File: src/rtl/prio_encoder_stream.sv
// rtl/prio_encoder_stream.sv - registered N-bit priority encoder with valid/ready handshakes and optional round-robin
module prio_encoder_stream #(
    parameter int N = 8,
    parameter int RR_MODE = 0,
    localparam int W = $clog2(N)
) (
    input  logic         clk,
    input  logic         rst_n,
    input  logic [N-1:0] in,
    input  logic         in_valid,
    output logic         in_ready,
    output logic [W-1:0] out,
    output logic         out_valid,
    input  logic         out_ready,
    output logic         out_none,
    output logic         out_multi
);

    logic [W-1:0] ptr;
    logic [W-1:0] search_start;
    logic [W-1:0] cur;
    logic [W-1:0] win;
    logic         found;
    logic         capture;

    assign in_ready = !out_valid || out_ready;
    assign capture  = in_valid && in_ready;

    // Walk downward from the start index with wrap; fixed mode always starts at the top bit.
    always_comb begin
        search_start = (RR_MODE != 0) ? ptr : W'(N - 1);
        win          = '0;
        found        = 1'b0;
        cur          = search_start;
        for (int k = 0; k < N; k++) begin
            if (!found && in[cur]) begin
                win   = cur;
                found = 1'b1;
            end
            cur = (cur == '0) ? W'(N - 1) : cur - W'(1);
        end
    end

    always_ff @(posedge clk or negedge rst_n) begin
        if (!rst_n) begin
            out       <= '0;
            out_valid <= 1'b0;
            out_none  <= 1'b0;
            out_multi <= 1'b0;
            ptr       <= W'(N - 1);
        end else begin
            if (capture) begin
                out_valid <= 1'b1;
                out       <= win;
                out_none  <= ~|in;
                // Clearing the lowest set bit leaves something only if two or more bits were set.
                out_multi <= |(in & (in - N'(1)));
                if (RR_MODE != 0 && found) begin
                    ptr <= (win == '0) ? W'(N - 1) : win - W'(1);
                end
            end else if (out_ready) begin
                out_valid <= 1'b0;
            end
        end
    end

endmodule

File: config.mk
export PLATFORM = sky130hd
export DESIGN_NAME = prio_encoder_stream
export DESIGN_NICKNAME = d
export VERILOG_FILES = /design/src/rtl/prio_encoder_stream.sv
export SDC_FILE = /design/constraint.sdc
export NUM_CORES = 1
export LEC_CHECK = 0
export BUFFER_PORTS_ARGS = -buffer_cell sky130_fd_sc_hd__buf_2
export CORE_AREA = 10 10 47 49
export DETAILED_ROUTE_END_ITERATION = 12
export DIE_AREA = 0 0 57 59
export GPL_ROUTABILITY_DRIVEN = 1
export GPL_TIMING_DRIVEN = 0
export HOLD_SLACK_MARGIN = 0.12
export PLACE_DENSITY = 0.55
export SLEW_MARGIN = 20
export SYNTH_ARGS = -nofsm -noshare
export SYNTH_HDL_FRONTEND = slang
export SYNTH_SLANG_ARGS = --single-unit
File: constraint.sdc
create_clock -name clk -period 2.9 [get_ports clk]
set_input_delay 0 -clock clk [delete_from_list [all_inputs] [get_ports clk]]
set_output_delay 0 -clock clk [all_outputs]
set_load 0.03 [all_outputs]
==> impl_metrics.ini <==
[grt]
gr-usage-met1 = 0.0630
grt_pass1_wl_um = 1730
grt_antenna_before_repair = 0
groute.usage.overall = 0.0644
grtUsageMet3 = 0.0300
groute.layer.met2.usage = 0.0992
globalRoute.totalOverflow = 0
grt_pass1_vias = 419
largest_net_degree_at_the_start_of_global_routing = 10
busiest_grt_layer = met2

[worst_setup_path]
largest_driver_fanout_on_the_critical_path = 3
worstPathRequired_ps = 3060
r2r_setup_slack_ps = 1340
path_class = primary input to register
timing.reg2reg.worst_path_depth = 6
crit_path_frequent_cell = dlygate4sd3_1
cp_slowest_stage_delay_ps = 570
reg2reg_from = out_valid$_DFFE_PN0P_
cp_cell_sequence = dlygate4sd3_1 > buf_2 > or4_4 > dlygate4sd3_1 > o22ai_1
cpMaxStageDelayCell = dlygate4sd3_1
critical_path_buf_inv_count = 3
worst_path_dominant_cell_family = buffers and inverters
worst_ep_arrival_time_ps = 1750
capture_point_of_the_worst_reg_to_reg_path = out[0]$_DFFE_PN0P_
crit_path_start_kind = primary input
worst_setup_ep_type = register

[sta]
fmax_ghz = 0.628
tightestPinTransition_ps = 396
report.final.setup_viol = 0
max_slew_headroom = 0.729
clock-skew-final_ps = 4.08
finalWorstPathRequiredPeriod_ps = 1590
rsz0062_at_grt = no
report.final.slew_viol_count = 0
hold_violations = 0
setup_total_negative_slack_ps = 0
min_period_over_period = 0.549

[detailed_routing]
drt_iter0_markers = 6
routed_wirelength_um = 952
detail-route-antenna-nets = 0
post_drt_via_cell_ratio = 4.52
detailroute.via_count = 366
remaining_drc_errors = 0
detailedRoute.firstPassIterationCount = 4
wl_per_cell_um = 11.8

[layout]
leading_cell_type_in_the_layout_fill_and_taps_excluded = buf_2
filler_cell_count = 163
final_instance_area_um2 = 562
multi_input_comb_area_um2 = 173
final_cell_mix = 19 x buf_2, 9 x dlygate4sd3_1, 6 x dfrtp_1
layout.core_utilization = 0.401
antenna_cells = 0
synthToLayoutAreaGrowth_pct = 65.7
final_net_count = 79
area.sequential_um2 = 150
stdcell_count = 81
drive_above_1_share = 0.385

[place]
dp.cells = 69
port_buffers = 18
detailed_place.area_um2 = 449
place.detailed.hpwl_um = 756
routability_congestion = 0.639

[die]
num_rows = 14
initial_utilization = 0.242
pin_count = 19
fp.dieW_um = 57
core_um2 = 1400
design.die.area_um2 = 3360
die_h_um = 59

[hold_path]
hold_path_end = out_none$_DFFE_PN0P_
worst_hold_startpoint = in[5]
hold_depth = 4
holdCritPathClass = primary input to register

[clock_network]
clk_transition_reported_paths_ps = 40
h-tree-depth = 1
clock-sinks = 6
clockBufferDepth = 2
clock_tree_from_tritoncts = done
worst_skew_pair.late_latency_ps = 240
post_cts.repair.setup_buffers = 0
ctsResizeCount = 0
clock-root-buffer = clkbuf_4
hold_buffers = 9
cts_made_buffers = 3

[synthesis]
synth-seq-cells = 6
postSynthNetCount = 47
syn_inst = 35
synth.cell_area_um2 = 339
syn-mean-instance-area_um2 = 9.69
ys_types = 22
yosys-top-cells-area = dfrtp_1 44%, nand2b_1 5.5%, a211oi_2 3.7%
ys.warnings.count = 0
synth_sequential_area_ratio = 0.443
synthDominantAreaCellType = dfrtp_1
synth_top_cell_area_share = 0.443

[run]
timing.max_cap.violations = 0

[pwr]
power_leakage_nw = 0.244
report.power.total_w = 0.000230
power-per-cell-area_nw_per_um2 = 410
power.ir.vdd_worst_v = 0.0000983

[outcome]
outcome = completed
## power by group
part / switching, W / internal (W)
combinational: 0.0000339 / 0.0000286
sequential: 0.00000260 / 0.0000894
clock: 0.0000288 / 0.0000467
## cell type report
class	instances	share of cell area
sequential	6	0.267
tap	16	0.0356
clock buffer	3	0.0401
inverter	3	0.0200
buffer	1	0.00891
multi-input combinational	25	0.307
timing repair buffer	27	0.321
## kinds of logic after synthesis
logic type      Yosys count  synth area share
compound gates           12             0.273
simple gates             12             0.207
fa+ha+maj                 1            0.0295
buf+inv                   4            0.0480
flops                     6             0.443
## metrics by stage
stage	hold WS, ps	setup slack (ps)
after floorplan	-296	1300
after global placement	-169	1630
after detailed placement	-168	1640
after CTS	146	1300
after global routing	196	1200
final	150	1310
## worst min-delay path: cells and delay by family
family / cells / cell delay (ps)
and+or+nand+nor: 2 / 130
buffers and inverters: 1 / 130
AOI/OAI and AO/OA: 1 / 80
## state kept, by name (all words and copies together), names as in the netlist
signal	count
out_multi	1
out	3
out_valid	1
out_none	1
## cells in the mapped netlist, drive strengths merged
library cell / number
a211oi: 2
o32a: 1
o22ai: 1
a21oi: 2
buf: 1
inv: 3
nand2b: 3
and2: 1
nor3: 2
a2111oi: 1
maj3: 1
nand2: 1
o31ai: 1
dfrtp: 6
o22a: 1
nor2: 3
a31oi: 1
or4: 1
o21a: 1
or2: 1
o21bai: 1
## layer usage
layer,wire length [um],share of wire
met3,101,0.11
met1,423,0.44
met5,0,0
met4,14,0.015
met2,413,0.43
## worst max-delay path by stage
stage / startpoint / endpoint / slack, ps / depth (start not counted)
floorplan: out_valid$_DFFE_PN0P_ / out[1]$_DFFE_PN0P_ / 1300 / 5
global placement: out_valid$_DFFE_PN0P_ / out[1]$_DFFE_PN0P_ / 1630 / 5
detailed placement: out_valid$_DFFE_PN0P_ / out[1]$_DFFE_PN0P_ / 1640 / 5
CTS: in[0] / out_none$_DFFE_PN0P_ / 1300 / 5
global route: out_valid$_DFFE_PN0P_ / out[0]$_DFFE_PN0P_ / 1200 / 6
finish: in[0] / out_none$_DFFE_PN0P_ / 1310 / 5
No activity file was read; power rests on OpenSTA's default activity.
